## src/rtl/apb_req_arbiter.sv

```systemverilog
// Round-robin arbiter that shares one APB master command port among NUM_REQ requesters.
// One transaction at a time: IDLE (arbitrate) -> XFER (drive master, wait/timeout) -> RESP (done pulse).
module apb_req_arbiter #(
    parameter int NUM_REQ    = 4,
    parameter int ADDR_WIDTH = 9,
    parameter int DATA_WIDTH = 8,
    parameter int TIMEOUT    = 16
) (
    input  logic                             PCLK,
    input  logic                             PRESET,
    input  logic [NUM_REQ-1:0]               req,
    input  logic [NUM_REQ-1:0]               req_rw,
    input  logic [NUM_REQ*ADDR_WIDTH-1:0]    req_addr,
    input  logic [NUM_REQ*DATA_WIDTH-1:0]    req_wdata,
    output logic [NUM_REQ-1:0]               gnt,
    output logic [NUM_REQ-1:0]               done,
    output logic [DATA_WIDTH-1:0]            rsp_rdata,
    output logic                             rsp_err,
    output logic                             busy,
    output logic                             transfer,
    output logic                             READ_WRITE,
    output logic [ADDR_WIDTH-1:0]            apb_write_paddr,
    output logic [ADDR_WIDTH-1:0]            apb_read_paddr,
    output logic [DATA_WIDTH-1:0]            apb_write_data,
    input  logic                             apb_done,
    input  logic                             PSLVERR,
    input  logic [DATA_WIDTH-1:0]            apb_read_data_out
);

    localparam int unsigned NR    = NUM_REQ;
    localparam int          IDX_W = $clog2(NUM_REQ);
    localparam int          CNT_W = $clog2(TIMEOUT + 1);

    typedef enum logic [1:0] {IDLE, XFER, RESP} state_t;

    state_t                  state_q, state_d;
    logic [IDX_W-1:0]        last_gnt_q, last_gnt_d;
    logic [IDX_W-1:0]        gidx_q, gidx_d;
    logic [CNT_W-1:0]        cnt_q, cnt_d;
    logic [NUM_REQ-1:0]      gnt_q, gnt_d;
    logic [NUM_REQ-1:0]      done_q, done_d;
    logic [DATA_WIDTH-1:0]   rsp_rdata_q, rsp_rdata_d;
    logic                    rsp_err_q, rsp_err_d;
    logic                    busy_q, busy_d;
    logic                    transfer_q, transfer_d;
    logic                    rw_q, rw_d;
    logic [ADDR_WIDTH-1:0]   wpaddr_q, wpaddr_d;
    logic [ADDR_WIDTH-1:0]   rpaddr_q, rpaddr_d;
    logic [DATA_WIDTH-1:0]   wdata_q, wdata_d;
    logic [IDX_W-1:0]        pick_idx;
    logic [ADDR_WIDTH-1:0]   pick_addr;
    logic [DATA_WIDTH-1:0]   pick_wdata;

    // First set request searching upward from the slot after the last grant, wrapping.
    function automatic logic [IDX_W-1:0] rr_pick(input logic [NUM_REQ-1:0] r,
                                                 input logic [IDX_W-1:0]   last);
        int unsigned cand;
        logic        found;
        rr_pick = last;
        found   = 1'b0;
        for (int unsigned i = 1; i <= NR; i++) begin
            cand = (32'(last) + i) % NR;
            if (!found && r[IDX_W'(cand)]) begin
                rr_pick = IDX_W'(cand);
                found   = 1'b1;
            end
        end
    endfunction

    always_comb begin
        pick_idx   = rr_pick(req, last_gnt_q);
        pick_addr  = req_addr[pick_idx*ADDR_WIDTH +: ADDR_WIDTH];
        pick_wdata = req_wdata[pick_idx*DATA_WIDTH +: DATA_WIDTH];
    end

    always_comb begin
        state_d     = state_q;
        last_gnt_d  = last_gnt_q;
        gidx_d      = gidx_q;
        cnt_d       = cnt_q;
        gnt_d       = gnt_q;
        done_d      = '0;
        rsp_rdata_d = '0;
        rsp_err_d   = 1'b0;
        busy_d      = busy_q;
        transfer_d  = transfer_q;
        rw_d        = rw_q;
        wpaddr_d    = wpaddr_q;
        rpaddr_d    = rpaddr_q;
        wdata_d     = wdata_q;
        case (state_q)
            IDLE: begin
                cnt_d = '0;
                if (|req) begin
                    state_d          = XFER;
                    gidx_d           = pick_idx;
                    gnt_d            = '0;
                    gnt_d[pick_idx]  = 1'b1;
                    busy_d           = 1'b1;
                    transfer_d       = 1'b1;
                    rw_d             = req_rw[pick_idx];
                    rpaddr_d         = req_rw[pick_idx] ? pick_addr : '0;
                    wpaddr_d         = req_rw[pick_idx] ? '0 : pick_addr;
                    wdata_d          = req_rw[pick_idx] ? '0 : pick_wdata;
                end
            end
            XFER: begin
                cnt_d = cnt_q + CNT_W'(1);
                // A real completion beats the timeout when both land in the same cycle.
                if (apb_done || (cnt_q == CNT_W'(TIMEOUT - 1))) begin
                    state_d     = RESP;
                    done_d      = gnt_q;
                    rsp_err_d   = apb_done ? PSLVERR : 1'b1;
                    rsp_rdata_d = (apb_done && rw_q) ? apb_read_data_out : '0;
                    transfer_d  = 1'b0;
                    rw_d        = 1'b0;
                    wpaddr_d    = '0;
                    rpaddr_d    = '0;
                    wdata_d     = '0;
                end
            end
            RESP: begin
                state_d    = IDLE;
                last_gnt_d = gidx_q;
                cnt_d      = '0;
                gnt_d      = '0;
                busy_d     = 1'b0;
            end
            default: state_d = IDLE;
        endcase
    end

    always_ff @(posedge PCLK or posedge PRESET) begin
        if (PRESET) begin
            state_q     <= IDLE;
            last_gnt_q  <= IDX_W'(NUM_REQ - 1);
            gidx_q      <= '0;
            cnt_q       <= '0;
            gnt_q       <= '0;
            done_q      <= '0;
            rsp_rdata_q <= '0;
            rsp_err_q   <= 1'b0;
            busy_q      <= 1'b0;
            transfer_q  <= 1'b0;
            rw_q        <= 1'b0;
            wpaddr_q    <= '0;
            rpaddr_q    <= '0;
            wdata_q     <= '0;
        end else begin
            state_q     <= state_d;
            last_gnt_q  <= last_gnt_d;
            gidx_q      <= gidx_d;
            cnt_q       <= cnt_d;
            gnt_q       <= gnt_d;
            done_q      <= done_d;
            rsp_rdata_q <= rsp_rdata_d;
            rsp_err_q   <= rsp_err_d;
            busy_q      <= busy_d;
            transfer_q  <= transfer_d;
            rw_q        <= rw_d;
            wpaddr_q    <= wpaddr_d;
            rpaddr_q    <= rpaddr_d;
            wdata_q     <= wdata_d;
        end
    end

    assign gnt             = gnt_q;
    assign done            = done_q;
    assign rsp_rdata       = rsp_rdata_q;
    assign rsp_err         = rsp_err_q;
    assign busy            = busy_q;
    assign transfer        = transfer_q;
    assign READ_WRITE      = rw_q;
    assign apb_write_paddr = wpaddr_q;
    assign apb_read_paddr  = rpaddr_q;
    assign apb_write_data  = wdata_q;

endmodule

```

## config.mk

```make
export PLATFORM = sky130hd
export DESIGN_NAME = apb_req_arbiter
export DESIGN_NICKNAME = d
export VERILOG_FILES = /design/src/rtl/apb_req_arbiter.sv
export SDC_FILE = /design/constraint.sdc
export NUM_CORES = 1
export LEC_CHECK = 0
export ABC_CLOCK_PERIOD_IN_PS = 2490
export CELL_PAD_IN_SITES_DETAIL_PLACEMENT = 1
export CELL_PAD_IN_SITES_GLOBAL_PLACEMENT = 1
export CORE_MARGIN = 1.5
export CORE_UTILIZATION = 31
export CTS_BUF_LIST = sky130_fd_sc_hd__clkbuf_8 sky130_fd_sc_hd__clkbuf_16
export CTS_CLUSTER_SIZE = 25
export DETAILED_ROUTE_END_ITERATION = 8
export PLACE_DENSITY = 0.81
export SKIP_CTS_REPAIR_TIMING = 1
export SKIP_LAST_GASP = 1
export SYNTH_ARGS = -nofsm -noshare
export SYNTH_HDL_FRONTEND = slang
export SYNTH_SLANG_ARGS = --single-unit
export TNS_END_PERCENT = 30
```

## constraint.sdc

```tcl
create_clock -name PCLK -period 2.49 [get_ports PCLK]
set_clock_uncertainty 0.1 [all_clocks]
set_input_delay 0.498 -clock PCLK [delete_from_list [all_inputs] [get_ports PCLK]]
set_output_delay 0.498 -clock PCLK [all_outputs]
set_load 0.005 [all_outputs]
```

==> results of run 1 <==
## cell usage in the layout, fill, tap and decap left out, types with 12 or more instances in the layout
master	n
a21oi_1	12
and2_1	16
buf_4	17
clkdlybuf4s50_1	133
dfrtp_1	55
mux2i_1	28
nand2b_1	13
nand3_1	27
o31ai_1	14
o31ai_2	13
## worst paths after layout
check	end	slack (ps)	cells past startpoint
min in group PCLK	transfer	380	2
max	apb_read_paddr[4]	80	8
min reg2reg	transfer	380	2
max reg2reg	apb_read_paddr[5]	140	9
min	apb_write_paddr[5]	360	2
max in group asynchronous	last_gnt_q[0]	1330	3
## flip-flops by register name (all words and copies together), names as in the netlist
signal,cells
apb_read_paddr,9
rsp_err,1
busy,1
done,4
last_gnt_q,2
transfer,1
apb_write_data,8
gnt,4
READ_WRITE,1
cnt_q,5
gidx_q,2
rsp_rdata,8
state_q,2
apb_write_paddr,9
## worst max-delay path, stage by stage
cell             delay [ps]
clkdlybuf4s50_1         440
buf_4                   160
nand2b_1                 90
a21oi_2                  80
a311oi_4                340
buf_12                  200
mux2_2                  460
o31ai_1                 280
## cell usage after synthesis (2+ instances only)
cell | instances | area, um2
dfrtp_1 | 55 | 1380
mux2i_1 | 28 | 280
nand3_1 | 27 | 135
and2_1 | 16 | 100
o31ai_1 | 16 | 120
clkbuf_1 | 14 | 52.6
nand2b_1 | 13 | 81.3
a21oi_1 | 12 | 60.1
a22o_1 | 11 | 96.3
mux2_2 | 11 | 124
o31ai_2 | 11 | 138
nor2_1 | 8 | 30.0
inv_1 | 5 | 18.8
nand2_1 | 5 | 18.8
o21ai_0 | 5 | 25.0
buf_6 | 4 | 45.0
nor2b_1 | 3 | 18.8
xnor2_1 | 3 | 26.3
a21o_1 | 2 | 15.0
and3_1 | 2 | 12.5
buf_2 | 2 | 10.0
dfstp_2 | 2 | 52.6
ha_1 | 2 | 25.0
nor3_1 | 2 | 10.0
## cell families (layout without fill, tap and decap cells)
| group | Yosys count | in the layout | share of synthesized area |
|---|---|---|---|
| simple gates | 80 | 80 | 0.146 |
| compound gates | 61 | 61 | 0.170 |
| flops | 57 | 57 | 0.478 |
| mux | 40 | 40 | 0.140 |
| buf+inv | 27 | 177 | 0.0498 |
| xor+xnor | 3 | 3 | 0.00878 |
| fa+ha+maj | 2 | 2 | 0.00836 |
## stage by stage
| stage | instances | setup WS (ps) | area, um2 |
|---|---|---|---|
| floorplan | 270 | 313 | 2990 |
| global placement | 533 | -152 | 4610 |
| detailed placement | 533 | -262 | 4610 |
| CTS | 549 | 81.8 | 4810 |
| global route | 549 | -36.0 | 4820 |
| finish | 549 | 83.6 | 4820 |
## power groups by stage
stage | Clock, uW | Sequential (uW) | Combinational [uW]
floorplan | 0 | 1370 | 1540
global placement | 0 | 1400 | 2520
detailed placement | 0 | 1420 | 2600
CTS | 898 | 1400 | 2610
global route | 951 | 1440 | 2820
finish | 873 | 1400 | 2580
## area by class of cell
| class | instances | area (um2) |
|---|---|---|
| Clock inverter | 7 | 78.8 |
| Clock buffer | 9 | 124 |
| Tap cell | 129 | 161 |
| Multi-Input combinational cell | 186 | 1430 |
| Inverter | 5 | 18.8 |
| Fill cell | 1019 | 4460 |
| Sequential cell | 57 | 1430 |
| Timing Repair Buffer | 156 | 1580 |
## metal layers
layer,wire length [um],vias to the layer above,part of all wire
met1,3560,1278,0.42
met4,115,0,0.014
met5,0,-,0
met2,4270,89,0.50
li1,-,1269,-
met3,545,9,0.064
==> flow_metrics.tcl, run 1 <==
set metrics [dict create \
    cts_tree "yes" \
    grt_pass1_wl_mm 13.9 \
    cts_buffers 9 \
    grt.busiest_layer "met2" \
    power_frac_comb 0.532 \
    grt.total_usage 0.174 \
    drtAntennaViolNets 0 \
    post-route-drc-count 0 \
    routed_wirelength_mm 8.49 \
    drv_slew 0 \
    tightest_slew_ps 415 \
    fin_crit_ps 2410 \
    synth_seq_cells 57 \
    swShare 0.366 \
    synth_edf_count 0 \
    fmax_mhz 416 \
    power_uw 4850 \
    setup_viol 0 \
    area_delta_synth_final_pct 61.1 \
    async_reset_ff_frac 1.00 \
    coreArea_um2 9280 \
    clk_latency_ps 340 \
    setup_tns_ps 0 \
    utilization 0.519 \
    cp_max_fo 18 \
    drive_gt1_frac 0.169 \
    synthFlopType "dfrtp_1" \
    grt_remaining_overflow 0 \
    hp-class "input pin to async pin" \
    crit_path_start_kind "input pin" \
    seqPwrFrac 0.288 \
    power_density_nw_per_um2 1010 \
    avgSynthCellArea_um2 11.1 \
    rows 35 \
    hold_slack_ps 365 \
    clkPwrFrac 0.180 \
    hpwlAfterDp_mm 6.80 \
    status "finished, final reports clean" \
    port_buffers 133 \
    clk_pin_slew_worst_paths_ps 70 \
    met2_usage 0.297 \
    clockBufferDepth 2 \
    nNetsFinal 505 \
    die-width_um 101 \
    floorplan.initialDensity 0.322 \
    worstSetupStartpoint "req[3]" \
    p_leak_uw 0.00207 \
    critPathKind "input pin to register" \
    synth_cell_types 35 \
    ys_warn_count 0 \
    pin_count 134 \
    cp_data_required_time_ps 2630 \
    numClockSinks 57 \
    cap_violations 0 \
    netlist_area_um2 2990 \
    cp_data_arrival_time_ps 2540 \
    wl_per_cell_um 15.5 \
    antenna_found_initial 0 \
    dr.pass1.iters 4 \
    grt_pass1_vias 2788 \
    n_antenna_cell 0 \
    cts_htree_levels 3 \
    power.internal_uw 3070 \
    viasPerCell 4.82 \
    die_h_um 101 \
    ir_drop_mv 0.407 \
    r2r-start "last_gnt_q[1]" \
    finalHoldViolCount 0 \
    grt_max_degree 42 \
    relSlewSlack 0.721 \
    syn-num-nets 360 \
    use_met1 0.215 \
    yosysSeqAreaShare 0.478 \
    cts_root_buffer "clkbuf_8" \
    end_kind "register" \
    synth_cells 270 \
    drtIter0Drc 93 \
    rsz0062_at_grt "yes" \
    routabilityCongestion 0.735 \
    dr_total_vias 2645 \
    die_area_um2 10200 \
    finalCritPeriodShare 0.966 \
    netSwitchingPower_uw 1780 \
    grtUsageMet3 0.0455 \
]
No activity file was read; power rests on OpenSTA's default activity.
==> inputs of run 2 (changes only) <==
--- a/config.mk
+++ b/config.mk
@@ -13,6 +13,7 @@
 export CTS_BUF_LIST = sky130_fd_sc_hd__clkbuf_8 sky130_fd_sc_hd__clkbuf_16
 export CTS_CLUSTER_SIZE = 25
 export DETAILED_ROUTE_END_ITERATION = 8
+export GPL_ROUTABILITY_DRIVEN = 0
 export PLACE_DENSITY = 0.81
 export SKIP_CTS_REPAIR_TIMING = 1
 export SKIP_LAST_GASP = 1
==> results of run 2 <==
The final DEF is identical to that of run 1; final timing and power are the same.
